**config.mk**
```make
export PLATFORM = sky130hd
export DESIGN_NAME = mc_ctrl_flat
export DESIGN_NICKNAME = d
export VERILOG_FILES = /design/src/rtl/mc_ctrl_if.sv /design/src/rtl/mc_ctrl.sv /design/src/flat_wrapper.sv
export SDC_FILE = /design/constraint.sdc
export NUM_CORES = 1
export LEC_CHECK = 0
export CAP_MARGIN = 10
export CORE_AREA = 2 2 59 61
export DETAILED_ROUTE_END_ITERATION = 8
export DIE_AREA = 0 0 61 63
export GPL_ROUTABILITY_DRIVEN = 0
export HOLD_SLACK_MARGIN = 0.05
export PLACE_DENSITY = 0.85
export SYNTH_ARGS = -nofsm -noshare
export SYNTH_HDL_FRONTEND = slang
export SYNTH_SLANG_ARGS = --single-unit
```
**constraint.sdc**
```tcl
create_clock -name clk -period 3.7 [get_ports clk]
set_input_delay 0.555 -clock clk [delete_from_list [all_inputs] [get_ports clk]]
set_output_delay 0.555 -clock clk [all_outputs]
set_load 0.01 [all_outputs]
```
**src/rtl/mc_ctrl_if.sv**
```systemverilog
// Control bundle between the multi-cycle sequencer (master) and the RV32I datapath (slave).
// The sequencer drives every enable and select; the datapath returns instruction fields and status.
interface mc_ctrl_if;
    logic [6:0] Op;
    logic [6:0] Funct7;
    logic [2:0] Funct3;
    logic       Zero;
    logic       mem_ready;

    logic       PCWrite;
    logic       IRWrite;
    logic       MemRead;
    logic       MemWrite;
    logic       RegWrite;
    logic [1:0] ALUSrcA;
    logic [1:0] ALUSrcB;
    logic [4:0] ALUOp;
    logic [5:0] EXTOp;
    logic [2:0] NPCOp;
    logic [1:0] WDSel;
    logic       retire;
    logic       illegal;
    logic [3:0] state;

    modport master (
        input  Op, Funct7, Funct3, Zero, mem_ready,
        output PCWrite, IRWrite, MemRead, MemWrite, RegWrite,
               ALUSrcA, ALUSrcB, ALUOp, EXTOp, NPCOp, WDSel,
               retire, illegal, state
    );

    modport slave (
        output Op, Funct7, Funct3, Zero, mem_ready,
        input  PCWrite, IRWrite, MemRead, MemWrite, RegWrite,
               ALUSrcA, ALUSrcB, ALUOp, EXTOp, NPCOp, WDSel,
               retire, illegal, state
    );
endinterface

```
**src/rtl/mc_ctrl.sv**
```systemverilog
// Multi-cycle sequencer for the RV32I subset datapath sharing one ALU and one memory port.
// Define MC_CTRL_ILLEGAL_TRAP_EN to trap unsupported instructions instead of retiring them as NOPs.
module mc_ctrl (
    input  logic       clk,
    input  logic       rstn,
    mc_ctrl_if.master  bus
);

    typedef enum logic [3:0] {
        S_FETCH  = 4'd0,
        S_DECODE = 4'd1,
        S_EXEC   = 4'd2,
        S_ADDR   = 4'd3,
        S_MEM_RD = 4'd4,
        S_MEM_WR = 4'd5,
        S_WB_ALU = 4'd6,
        S_WB_MEM = 4'd7,
        S_BRANCH = 4'd8,
        S_JUMP   = 4'd9,
        S_TRAP   = 4'd15
    } state_e;

    typedef enum logic [2:0] {
        CL_NONE,
        CL_RTYPE,
        CL_ITYPE,
        CL_LUI,
        CL_LW,
        CL_SW,
        CL_BEQ,
        CL_JAL
    } class_e;

    localparam logic [6:0] OP_RTYPE  = 7'b0110011;
    localparam logic [6:0] OP_ITYPE  = 7'b0010011;
    localparam logic [6:0] OP_LUI    = 7'b0110111;
    localparam logic [6:0] OP_LOAD   = 7'b0000011;
    localparam logic [6:0] OP_STORE  = 7'b0100011;
    localparam logic [6:0] OP_BRANCH = 7'b1100011;
    localparam logic [6:0] OP_JAL    = 7'b1101111;

    localparam logic [6:0] F7_BASE = 7'b0000000;
    localparam logic [6:0] F7_ALT  = 7'b0100000;

    localparam logic [4:0] ALU_NOP  = 5'b00000;
    localparam logic [4:0] ALU_LUI  = 5'b00001;
    localparam logic [4:0] ALU_ADD  = 5'b00011;
    localparam logic [4:0] ALU_SUB  = 5'b00100;
    localparam logic [4:0] ALU_SLT  = 5'b01010;
    localparam logic [4:0] ALU_SLTU = 5'b01011;
    localparam logic [4:0] ALU_XOR  = 5'b01100;
    localparam logic [4:0] ALU_OR   = 5'b01101;
    localparam logic [4:0] ALU_AND  = 5'b01110;
    localparam logic [4:0] ALU_SLL  = 5'b01111;
    localparam logic [4:0] ALU_SRL  = 5'b10000;
    localparam logic [4:0] ALU_SRA  = 5'b10001;

    localparam logic [5:0] EXT_NONE   = 6'b000000;
    localparam logic [5:0] EXT_ISHAMT = 6'b100000;
    localparam logic [5:0] EXT_ITYPE  = 6'b010000;
    localparam logic [5:0] EXT_STYPE  = 6'b001000;
    localparam logic [5:0] EXT_BTYPE  = 6'b000100;
    localparam logic [5:0] EXT_UTYPE  = 6'b000010;
    localparam logic [5:0] EXT_JTYPE  = 6'b000001;

    localparam logic [2:0] NPC_PLUS4  = 3'b000;
    localparam logic [2:0] NPC_BRANCH = 3'b001;
    localparam logic [2:0] NPC_JUMP   = 3'b010;

    state_e     state_q, state_d;
    class_e     cls_q, cls_d;
    logic [4:0] alu_op_q, alu_op_d;
    logic [5:0] ext_op_q, ext_op_d;

    class_e     dec_cls;
    logic [4:0] dec_alu;
    logic [5:0] dec_ext;

    // Combinational decode of the IR fields; only sampled while in DECODE.
    always_comb begin
        dec_cls = CL_NONE;
        dec_alu = ALU_NOP;
        dec_ext = EXT_NONE;
        case (bus.Op)
            OP_RTYPE: begin
                case (bus.Funct3)
                    3'b000:  dec_alu = (bus.Funct7 == F7_ALT) ? ALU_SUB : ALU_ADD;
                    3'b001:  dec_alu = ALU_SLL;
                    3'b010:  dec_alu = ALU_SLT;
                    3'b011:  dec_alu = ALU_SLTU;
                    3'b100:  dec_alu = ALU_XOR;
                    3'b101:  dec_alu = (bus.Funct7 == F7_ALT) ? ALU_SRA : ALU_SRL;
                    3'b110:  dec_alu = ALU_OR;
                    default: dec_alu = ALU_AND;
                endcase
                if (bus.Funct7 == F7_BASE ||
                    (bus.Funct7 == F7_ALT && (bus.Funct3 == 3'b000 || bus.Funct3 == 3'b101))) begin
                    dec_cls = CL_RTYPE;
                end
            end
            OP_ITYPE: begin
                dec_ext = EXT_ITYPE;
                dec_cls = CL_ITYPE;
                case (bus.Funct3)
                    3'b000:  dec_alu = ALU_ADD;
                    3'b010:  dec_alu = ALU_SLT;
                    3'b011:  dec_alu = ALU_SLTU;
                    3'b100:  dec_alu = ALU_XOR;
                    3'b110:  dec_alu = ALU_OR;
                    3'b111:  dec_alu = ALU_AND;
                    3'b001: begin
                        dec_alu = ALU_SLL;
                        dec_ext = EXT_ISHAMT;
                        if (bus.Funct7 != F7_BASE) dec_cls = CL_NONE;
                    end
                    default: begin
                        dec_alu = (bus.Funct7 == F7_ALT) ? ALU_SRA : ALU_SRL;
                        dec_ext = EXT_ISHAMT;
                        if (bus.Funct7 != F7_BASE && bus.Funct7 != F7_ALT) dec_cls = CL_NONE;
                    end
                endcase
            end
            OP_LUI: begin
                dec_cls = CL_LUI;
                dec_alu = ALU_LUI;
                dec_ext = EXT_UTYPE;
            end
            OP_LOAD: begin
                dec_alu = ALU_ADD;
                dec_ext = EXT_ITYPE;
                if (bus.Funct3 == 3'b010) dec_cls = CL_LW;
            end
            OP_STORE: begin
                dec_alu = ALU_ADD;
                dec_ext = EXT_STYPE;
                if (bus.Funct3 == 3'b010) dec_cls = CL_SW;
            end
            OP_BRANCH: begin
                dec_alu = ALU_SUB;
                dec_ext = EXT_BTYPE;
                if (bus.Funct3 == 3'b000) dec_cls = CL_BEQ;
            end
            OP_JAL: begin
                dec_cls = CL_JAL;
                dec_ext = EXT_JTYPE;
            end
            default: ;
        endcase
        if (dec_cls == CL_NONE) begin
            dec_alu = ALU_NOP;
            dec_ext = EXT_NONE;
        end
    end

    // Class and operation selects are frozen at DECODE so later states see stable encodings.
    always_comb begin
        state_d  = state_q;
        cls_d    = cls_q;
        alu_op_d = alu_op_q;
        ext_op_d = ext_op_q;
        case (state_q)
            S_FETCH:  if (bus.mem_ready) state_d = S_DECODE;
            S_DECODE: begin
                cls_d    = dec_cls;
                alu_op_d = dec_alu;
                ext_op_d = dec_ext;
                case (dec_cls)
                    CL_RTYPE, CL_ITYPE, CL_LUI: state_d = S_EXEC;
                    CL_LW, CL_SW:               state_d = S_ADDR;
                    CL_BEQ:                     state_d = S_BRANCH;
                    CL_JAL:                     state_d = S_JUMP;
`ifdef MC_CTRL_ILLEGAL_TRAP_EN
                    default:                    state_d = S_TRAP;
`else
                    default:                    state_d = S_FETCH;
`endif
                endcase
            end
            S_EXEC:   state_d = S_WB_ALU;
            S_WB_ALU: state_d = S_FETCH;
            S_ADDR:   state_d = (cls_q == CL_LW) ? S_MEM_RD : S_MEM_WR;
            S_MEM_RD: if (bus.mem_ready) state_d = S_WB_MEM;
            S_WB_MEM: state_d = S_FETCH;
            S_MEM_WR: if (bus.mem_ready) state_d = S_FETCH;
            S_BRANCH: state_d = S_FETCH;
            S_JUMP:   state_d = S_FETCH;
            S_TRAP:   state_d = S_TRAP;
            default:  state_d = S_FETCH;
        endcase
    end

    always_ff @(posedge clk or negedge rstn) begin
        if (!rstn) begin
            state_q  <= S_FETCH;
            cls_q    <= CL_NONE;
            alu_op_q <= ALU_NOP;
            ext_op_q <= EXT_NONE;
        end else begin
            // NOTE: non-blocking assignments so every flop samples pre-edge values.
            state_q  <= state_d;
            cls_q    <= cls_d;
            alu_op_q <= alu_op_d;
            ext_op_q <= ext_op_d;
        end
    end

    // Outputs decode the state register; gating with rstn keeps everything low during reset.
    always_comb begin
        // NOTE: every output is defaulted first so no path through the case infers a latch.
        bus.PCWrite  = 1'b0;
        bus.IRWrite  = 1'b0;
        bus.MemRead  = 1'b0;
        bus.MemWrite = 1'b0;
        bus.RegWrite = 1'b0;
        bus.ALUSrcA  = 2'd0;
        bus.ALUSrcB  = 2'd0;
        bus.ALUOp    = ALU_NOP;
        bus.EXTOp    = EXT_NONE;
        bus.NPCOp    = NPC_PLUS4;
        bus.WDSel    = 2'b00;
        bus.retire   = 1'b0;
        bus.illegal  = 1'b0;
        if (rstn) begin
            case (state_q)
                S_FETCH: begin
                    bus.MemRead = 1'b1;
                    bus.NPCOp   = NPC_PLUS4;
                    bus.IRWrite = bus.mem_ready;
                    bus.PCWrite = bus.mem_ready;
                end
                S_DECODE: begin
`ifndef MC_CTRL_ILLEGAL_TRAP_EN
                    bus.retire = (dec_cls == CL_NONE);
`endif
                end
                S_EXEC: begin
                    bus.ALUSrcA = 2'd0;
                    bus.ALUSrcB = (cls_q == CL_RTYPE) ? 2'd0 : 2'd1;
                    bus.ALUOp   = alu_op_q;
                    bus.EXTOp   = ext_op_q;
                end
                S_WB_ALU: begin
                    bus.RegWrite = 1'b1;
                    bus.WDSel    = 2'b00;
                    bus.retire   = 1'b1;
                end
                S_ADDR: begin
                    bus.ALUSrcB = 2'd1;
                    bus.ALUOp   = alu_op_q;
                    bus.EXTOp   = ext_op_q;
                end
                S_MEM_RD: bus.MemRead = 1'b1;
                S_WB_MEM: begin
                    bus.RegWrite = 1'b1;
                    bus.WDSel    = 2'b01;
                    bus.retire   = 1'b1;
                end
                S_MEM_WR: begin
                    bus.MemWrite = 1'b1;
                    bus.retire   = bus.mem_ready;
                end
                S_BRANCH: begin
                    bus.ALUOp   = alu_op_q;
                    bus.EXTOp   = ext_op_q;
                    bus.NPCOp   = NPC_BRANCH;
                    bus.PCWrite = bus.Zero;
                    bus.retire  = 1'b1;
                end
                S_JUMP: begin
                    bus.EXTOp    = ext_op_q;
                    bus.NPCOp    = NPC_JUMP;
                    bus.PCWrite  = 1'b1;
                    bus.RegWrite = 1'b1;
                    bus.WDSel    = 2'b10;
                    bus.retire   = 1'b1;
                end
                S_TRAP: begin
`ifdef MC_CTRL_ILLEGAL_TRAP_EN
                    bus.illegal = 1'b1;
`endif
                end
                default: ;
            endcase
        end
    end

    assign bus.state = state_q;

endmodule

```
**src/flat_wrapper.sv**
```systemverilog
// flat-port wrapper written by rule: the top's interface ports become plain ports
module mc_ctrl_flat 
  (clk, rstn, bus_Op, bus_Funct7, bus_Funct3, bus_Zero, bus_mem_ready, bus_PCWrite, bus_IRWrite, bus_MemRead, bus_MemWrite, bus_RegWrite, bus_ALUSrcA, bus_ALUSrcB, bus_ALUOp, bus_EXTOp, bus_NPCOp, bus_WDSel, bus_retire, bus_illegal, bus_state);
  mc_ctrl_if bus_i ();
  input  logic clk;
  input  logic rstn;
  input wire logic [$bits(bus_i.Op)-1:0] bus_Op;
  input wire logic [$bits(bus_i.Funct7)-1:0] bus_Funct7;
  input wire logic [$bits(bus_i.Funct3)-1:0] bus_Funct3;
  input wire logic [$bits(bus_i.Zero)-1:0] bus_Zero;
  input wire logic [$bits(bus_i.mem_ready)-1:0] bus_mem_ready;
  output wire logic [$bits(bus_i.PCWrite)-1:0] bus_PCWrite;
  output wire logic [$bits(bus_i.IRWrite)-1:0] bus_IRWrite;
  output wire logic [$bits(bus_i.MemRead)-1:0] bus_MemRead;
  output wire logic [$bits(bus_i.MemWrite)-1:0] bus_MemWrite;
  output wire logic [$bits(bus_i.RegWrite)-1:0] bus_RegWrite;
  output wire logic [$bits(bus_i.ALUSrcA)-1:0] bus_ALUSrcA;
  output wire logic [$bits(bus_i.ALUSrcB)-1:0] bus_ALUSrcB;
  output wire logic [$bits(bus_i.ALUOp)-1:0] bus_ALUOp;
  output wire logic [$bits(bus_i.EXTOp)-1:0] bus_EXTOp;
  output wire logic [$bits(bus_i.NPCOp)-1:0] bus_NPCOp;
  output wire logic [$bits(bus_i.WDSel)-1:0] bus_WDSel;
  output wire logic [$bits(bus_i.retire)-1:0] bus_retire;
  output wire logic [$bits(bus_i.illegal)-1:0] bus_illegal;
  output wire logic [$bits(bus_i.state)-1:0] bus_state;
  assign bus_i.Op = bus_Op;
  assign bus_i.Funct7 = bus_Funct7;
  assign bus_i.Funct3 = bus_Funct3;
  assign bus_i.Zero = bus_Zero;
  assign bus_i.mem_ready = bus_mem_ready;
  assign bus_PCWrite = bus_i.PCWrite;
  assign bus_IRWrite = bus_i.IRWrite;
  assign bus_MemRead = bus_i.MemRead;
  assign bus_MemWrite = bus_i.MemWrite;
  assign bus_RegWrite = bus_i.RegWrite;
  assign bus_ALUSrcA = bus_i.ALUSrcA;
  assign bus_ALUSrcB = bus_i.ALUSrcB;
  assign bus_ALUOp = bus_i.ALUOp;
  assign bus_EXTOp = bus_i.EXTOp;
  assign bus_NPCOp = bus_i.NPCOp;
  assign bus_WDSel = bus_i.WDSel;
  assign bus_retire = bus_i.retire;
  assign bus_illegal = bus_i.illegal;
  assign bus_state = bus_i.state;
  mc_ctrl u_core (.clk(clk), .rstn(rstn), .bus(bus_i));
endmodule
```
==> results by group, run 1 <==
Floorplan
  • Row cnt: 21
  • Core Box Area: approximately 3200 µm²
  • I/O pins: between 50 and 60
  • Die Y: 63 µm
  • Die footprint: 3840 µm²
  • Effective utilization at floorplan: approximately 48%
  • Die X: between 60 and 70 µm

Power
  • Net Switching: around 0.33 mW
  • Cell Pwr Density: 367 nW/µm²
  • Switching Share: a little over two fifths
  • Clk network pwr share: 12.1%
  • Max rail drop VDD: around 0.14 mV
  • Leak Pwr: between 0.7 and 0.8 nW
  • Combinational share of power: a little over 50%
  • Register share of total power: between 30% and 40%
  • Pint: about 0.43 mW

CTS
  • H-Tree Depth: 1
  • Clock sinks: 18
  • Clock-pin transition on the worst setup and hold timing paths: around 90 ps
  • Clk Latency, worst-skew pair: 290 ps
  • Root buffer cell: clkbuf_4
  • Count of hold-fix buffers inserted at cts: 0
  • Clk buf depth: 2
  • Post-CTS Setup Inserts: 0
  • CTS-repair resized insts: 0
  • Num CTS Buffers: 3
  • CTS tree: done

GRT
  • Tot GR Track Use: approximately 22%
  • Largest net degree at the start of global routing: 21
  • GRT Residual Overflow: 0
  • Initial antenna violation count: 0
  • Vias in the first global route: between 1000 and 1500
  • First-pass GRT wire length: roughly 6600 µm

Timing
  • Fin crit period: 3470 ps
  • Final Hold Fails: 0
  • RSZ-0062 raised after global routing: no
  • Final WS setup: approximately 230 ps
  • Worst Max-Slew Pin Slew: roughly 690 ps
  • Final setup viols: 0
  • Tcrit/Tclk final: between 90 and 100%
  • Clock Skew: 1.70 ps
  • Fmax: just under 0.3 GHz
  • Slew Viols, Final: 0
  • Slew HR: a little over half
  • Setup TNS: 0 ps

Finish
  • Final core utilization: between 60 and 70%
  • Synthesis-to-layout area growth: 32.7%
  • Share of cells above drive strength 1: roughly 8.4%
  • Filler cell count: 294
  • Nets@finish: roughly 270
  • ANT cells: 0

Placed design
  • Hpwl dp: between 3000 and 4000 µm
  • Place WS: 241 ps
  • PortBufs: 46

Logic synthesis
  • Netlist cell types: between 40 and 50
  • Syn avg cell area: 7.57 µm²
  • EDFF count, synth: 0
  • Asr flop ratio synth: 100%
  • Mapped Area: between 1500 and 2000 µm²
  • Top FF cell, synth: dfrtp_1
  • Synthesized flop and latch total: 18
  • Sequential area share after synthesis: about 29%
  • Post-Syn Instances: approximately 210
  • Yosys warning count: 0

Hold path
  • Hold WC Path Type: reg -> reg

Routing
  • DRT Wirelength: between 3000 and 4000 µm
  • WL/cell: 13.5 µm
  • Vias per Instance: roughly 5.6
  • # DRC: 0
  • Router iterations before antenna repair: 8
  • Initial DRC count: about 110
  • Vias: ~1600
  • Final ANT Viol Nets: 0

Setup path
  • Data required time of the worst path: about 3100 ps
  • CP Capture Type: primary output
  • CP max FO: 3
  • Kind of critical path: in -> out
  • Crit path DAT: 2920 ps
  • CP startpoint kind: primary input

Flow run
  • Maxcap violations: 0

Outcome
  • Outcome: complete, no violations
-- cell type report --
cell class | count | area [µm²] | share of cell area [%]
Timing Repair Buffer | 52 | 505 | 24.3
Tap cell | 46 | 57.6 | 2.77
Sequential cell | 18 | 450 | 21.7
Multi-Input combinational cell | 171 | 1020 | 49.3
Clock buffer | 3 | 22.5 | 1.08
Inverter | 5 | 18.8 | 0.903
-- cell families after synthesis --
logic type / Yosys count / share of synthesized area, %
AND/OR/NAND/NOR: 111 / 36.9
flip-flops: 18 / 28.8
other: 1 / 0.239
AO/OA/AOI/OAI: 51 / 25.1
XOR/XNOR: 4 / 2.24
buffers and inverters: 22 / 6.79
-- layout by cell type, fill, tap and decap left out, drive strengths merged, types with 5 or more instances in the layout --
cell | netlist | routed
nor2 | 24 | 24
clkdlybuf4s50 | 0 | 46
buf | 7 | 6
inv | 5 | 5
o21ai | 18 | 18
nand3 | 8 | 8
nand4 | 5 | 5
nor2b | 11 | 11
nand2 | 32 | 32
dfrtp | 18 | 18
a21oi | 6 | 6
o31ai | 5 | 5
conb | 1 | 5
and2 | 12 | 12
-- per-stage QoR --
stage	cells	area (µm²)	total power [mW]	hold WS (ps)
floorplan	211	1580	0.534	259
global placement	292	2060	0.661	457
detailed placement	292	2060	0.671	463
CTS	295	2080	0.763	485
global route	295	2080	0.825	527
finish	295	2080	0.763	479
-- path summary, 6_finish.rpt --
path                       depth (start not counted)           startpoint  slack, ps            endpoint
hold / removal                                     2   u_core.ext_op_q[2]        480  u_core.ext_op_q[2]
max in group asynchronous                          2                 rstn       2670  u_core.ext_op_q[5]
min in group asynchronous                          1                 rstn        560  u_core.alu_op_q[3]
hold reg to reg                                    2   u_core.ext_op_q[2]        480  u_core.ext_op_q[2]
setup reg to reg                                   3  u_core.bus.state[0]       1800  u_core.ext_op_q[0]
setup / recovery                                   7        bus_Funct7[1]        230          bus_retire
-- power groups by stage --
| stage | logic, mW | clock network (mW) | registers [mW] |
|---|---|---|---|
| floorplan | 0.281 | 0 | 0.253 |
| global placement | 0.375 | 0 | 0.285 |
| detailed placement | 0.384 | 0 | 0.287 |
| CTS | 0.386 | 0.0954 | 0.282 |
| global route | 0.431 | 0.102 | 0.292 |
| finish | 0.386 | 0.0928 | 0.284 |
-- routing by layer --
metal	up-vias	share of wire [%]	global-route usage (%)
li1	811	-	-
met1	775	44	30.3
met2	58	50	36.2
met3	5	4.6	1.24
met4	0	1.2	6.52
met5	-	0	0
-- synth_stat cells (3+ instances only) --
master	count	area, µm²
nor2b_1	11	68.8
o31ai_1	3	22.5
nand4_1	4	25.0
nor2_1	24	90.1
o21ai_0	17	85.1
dfrtp_1	18	450
nor3_1	3	15.0
buf_4	6	45.0
a21oi_1	6	30.0
nor3b_1	3	22.5
nand3_1	8	40.0
xnor2_1	3	26.3
nand3b_1	3	22.5
and2_1	12	75.1
nand2_1	31	116
inv_1	5	18.8
clkbuf_1	10	37.5
-- worst max-delay path: stages --
cell,delay [ps]
clkdlybuf4s50_1,410
or4_4,550
o41a_1,400
o32a_4,340
nand4_1,110
a21oi_1,70
clkdlybuf4s50_1,470
-- registers in the layout (all words and copies together) (netlist names) --
name and cells:
u_core.ext_op_q 6, u_core.alu_op_q 5, u_core.bus.state 4, u_core.cls_q 3
(Power assumes the default switching activity.)
==> inputs of run 2 (changes only) <==
Settings changed: CAP_MARGIN 10 to 25.
==> results of run 2 <==
Same layout as run 1: the final DEF is identical, and so are final timing and power.
==> inputs of run 3 (changes only) <==
Settings changed: CORE_AREA 2 2 59 61 to 2 2 62 64, DIE_AREA 0 0 61 63 to 0 0 64 66, PLACE_DENSITY 0.85 to 0.78, TNS_END_PERCENT from default to 50.
Clock period 3.7 ns to 3.4 ns, I/O delays scaled along.
==> results by group, run 3 (same netlist as run 1, synthesis figures left out) <==
Outcome
  • Outcome: complete, no violations

Power
  • Max rail drop VDD: 0.152 mV (+9.1%)
  • Tot Pwr: 0.855 mW (+12%)
  • Cell Pwr Density: 402 nW/µm² (+9.6%)
  • Leak Pwr: 0.815 nW (+4.1%)

Routing
  • Vias per Instance: 5.38 (-3.8%)
  • Initial DRC count: 80 (-29%)
  • Final ANT Viol Nets: 0 (unchanged)
  • WL/cell: 12.8 µm (-5.0%)
  • DRT Wirelength: 3870 µm (-2.7%)
  • Router iterations before antenna repair: 4 (-4)
  • # DRC: 0 (unchanged)
  • Vias: 1624 (-1.5%)

CTS
  • Clock sinks: 18 (unchanged)
  • H-Tree Depth: 1 (unchanged)
  • Count of hold-fix buffers inserted at cts: 0 (unchanged)
  • Clk Latency, worst-skew pair: 300 ps (about the same)
  • Clk buf depth: 2 (unchanged)
  • CTS tree: done
  • Num CTS Buffers: 3 (unchanged)
  • Clock-pin transition on the worst setup and hold timing paths: 90 ps (about the same)
  • Root buffer cell: clkbuf_4

Timing
  • Slew HR: 57.8% (+4.5 points)
  • Slew Viols, Final: 0 (unchanged)
  • Tcrit/Tclk final: between 90% and 100%
  • Worst Max-Slew Pin Slew: 631 ps (-59.4 ps)
  • Final setup viols: 0 (unchanged)
  • Final WS setup: 183 ps (-45.3 ps)
  • Clock Skew: 5.63 ps (+3.93 ps)
  • Final Hold Fails: 0 (unchanged)
  • RSZ-0062 raised after global routing: no
  • Fmax: between 0.3 and 0.4 GHz
  • Fin crit period: approximately 3200 ps

Placed design
  • Place WS: -3.57 ps (-244 ps)
  • Area of placed instances: 2090 µm² (+1.6%)
  • PortBufs: 46 (unchanged)
  • Hpwl dp: 3100 µm (-1.8%)

Floorplan
  • Effective utilization at floorplan: 44.1% (-4.4 points)
  • Die footprint: 4220 µm² (+9.9%)
  • Core Box Area: 3550 µm² (+9.9%)
  • Die X: 64 µm (+4.9%)
  • I/O pins: 52 (unchanged)
  • Row cnt: 22 (+4.8%)
  • Die Y: 66 µm (+4.8%)

Flow run
  • Maxcap violations: 0 (unchanged)

Setup path
  • CP max FO: 3 (unchanged)
  • RR Startpoint: u_core.bus.state[0]
  • Kind of critical path: in -> out
  • Crit path from: bus_Funct7[1]
  • R2r worst-path depth: 3 (unchanged)
  • CP Capture Type: primary output
  • CP startpoint kind: primary input
  • Data required time of the worst path: 2890 ps (-250 ps)
  • Crit path DAT: 2710 ps (-210 ps)

GRT
  • Initial antenna violation count: 0 (unchanged)
  • Largest net degree at the start of global routing: 24 (+14%)
  • Vias in the first global route: 1445 (+0.70%)
  • GRT Residual Overflow: 0 (unchanged)
  • Tot GR Track Use: 19.6% (-2.3 points)
  • First-pass GRT wire length: 6540 µm (-0.62%)

Finish
  • Max reg flops: 6 (unchanged)
  • Commonest non-fill, non-tap cell in the layout: clkdlybuf4s50_1
  • Post-route cell area: 2120 µm² (+2.2%)
  • Share of cells above drive strength 1: 10.2% (+1.8 points)
  • Largest Register: u_core.ext_op_q
  • ANT cells: 0 (unchanged)
  • Commonest non-fill, non-tap cells in the layout: clkdlybuf4s50_1 (45), nand2_1 (31), nor2_1 (24)
  • Synthesis-to-layout area growth: 35.6%
  • Nets@finish: 276 (+1.5%)

Hold path
  • Hold WC Path Type: reg -> reg
  • Hold_sp: u_core.ext_op_q[5]
  • Hold Path Stages: 2 (unchanged)
[run 3: changes by cell type in the layout (fill, tap and decap cells not counted)]
cell,delta
dlygate4sd2_1,+1
clkbuf_8,+1
clkdlybuf4s50_1,-1
buf_4,+4
[run 3: layout make-up]
type,instances,area [µm²]
repair buffers,56,534
well taps,48,60.1
inverters,5,18.8
multi-input cells,171,1020
flip-flops and latches,18,450
fillers,323,1430
clock buffers,4,36.3
[run 3: where the power goes]
part	internal (mW)	total [mW]	leakage [nW]	switching, mW
Sequential	0.240	0.306	0.246	0.0667
Clock	0.0654	0.132	0.0210	0.0669
Combinational	0.185	0.416	0.548	0.231
Total	0.490	0.855	0.815	0.364
[run 3: layer usage]
layer,wire (µm),global-route usage (%)
met1,1710,23.6
met2,1880,34.4
met3,197,2.21
met4,84,9.78
met5,0,0
[run 3: worst paths after layout]
kind | endpoint | slack, ps
max in group asynchronous | u_core.alu_op_q[2] | 2590
worst min-delay path | u_core.ext_op_q[5] | 480
min in group asynchronous | u_core.bus.state[2] | 590
worst max-delay path | bus_retire | 180
worst min register to register | u_core.ext_op_q[5] | 480
worst max register to register | u_core.ext_op_q[0] | 1560
[run 3: worst max-delay path, stage by stage]
cell and delay (ps):
clkdlybuf4s50_1 400, or4_4 540, o41a_1 420, o32a_4 350
nand4_1 120, a21oi_1 80, dlygate4sd2_1 280
[run 3: through the flow]
stage	setup TNS, ps	hold WS (ps)	utilization, %	cells
global placement	0	455	58.8	298
floorplan	0	214	-	211
detailed placement	-3.57	454	58.8	298
finish	0	478	59.8	302
CTS	0	479	59.8	302
global route	0	505	59.8	302
[run 3: timing repair]
| item | 4_1_cts | 5_1_grt |
|---|---|---|
| setup buffers | 0 | 0 |
| setup endpoints to repair | 1 | 0 |
| resized for setup | 1 | 0 |
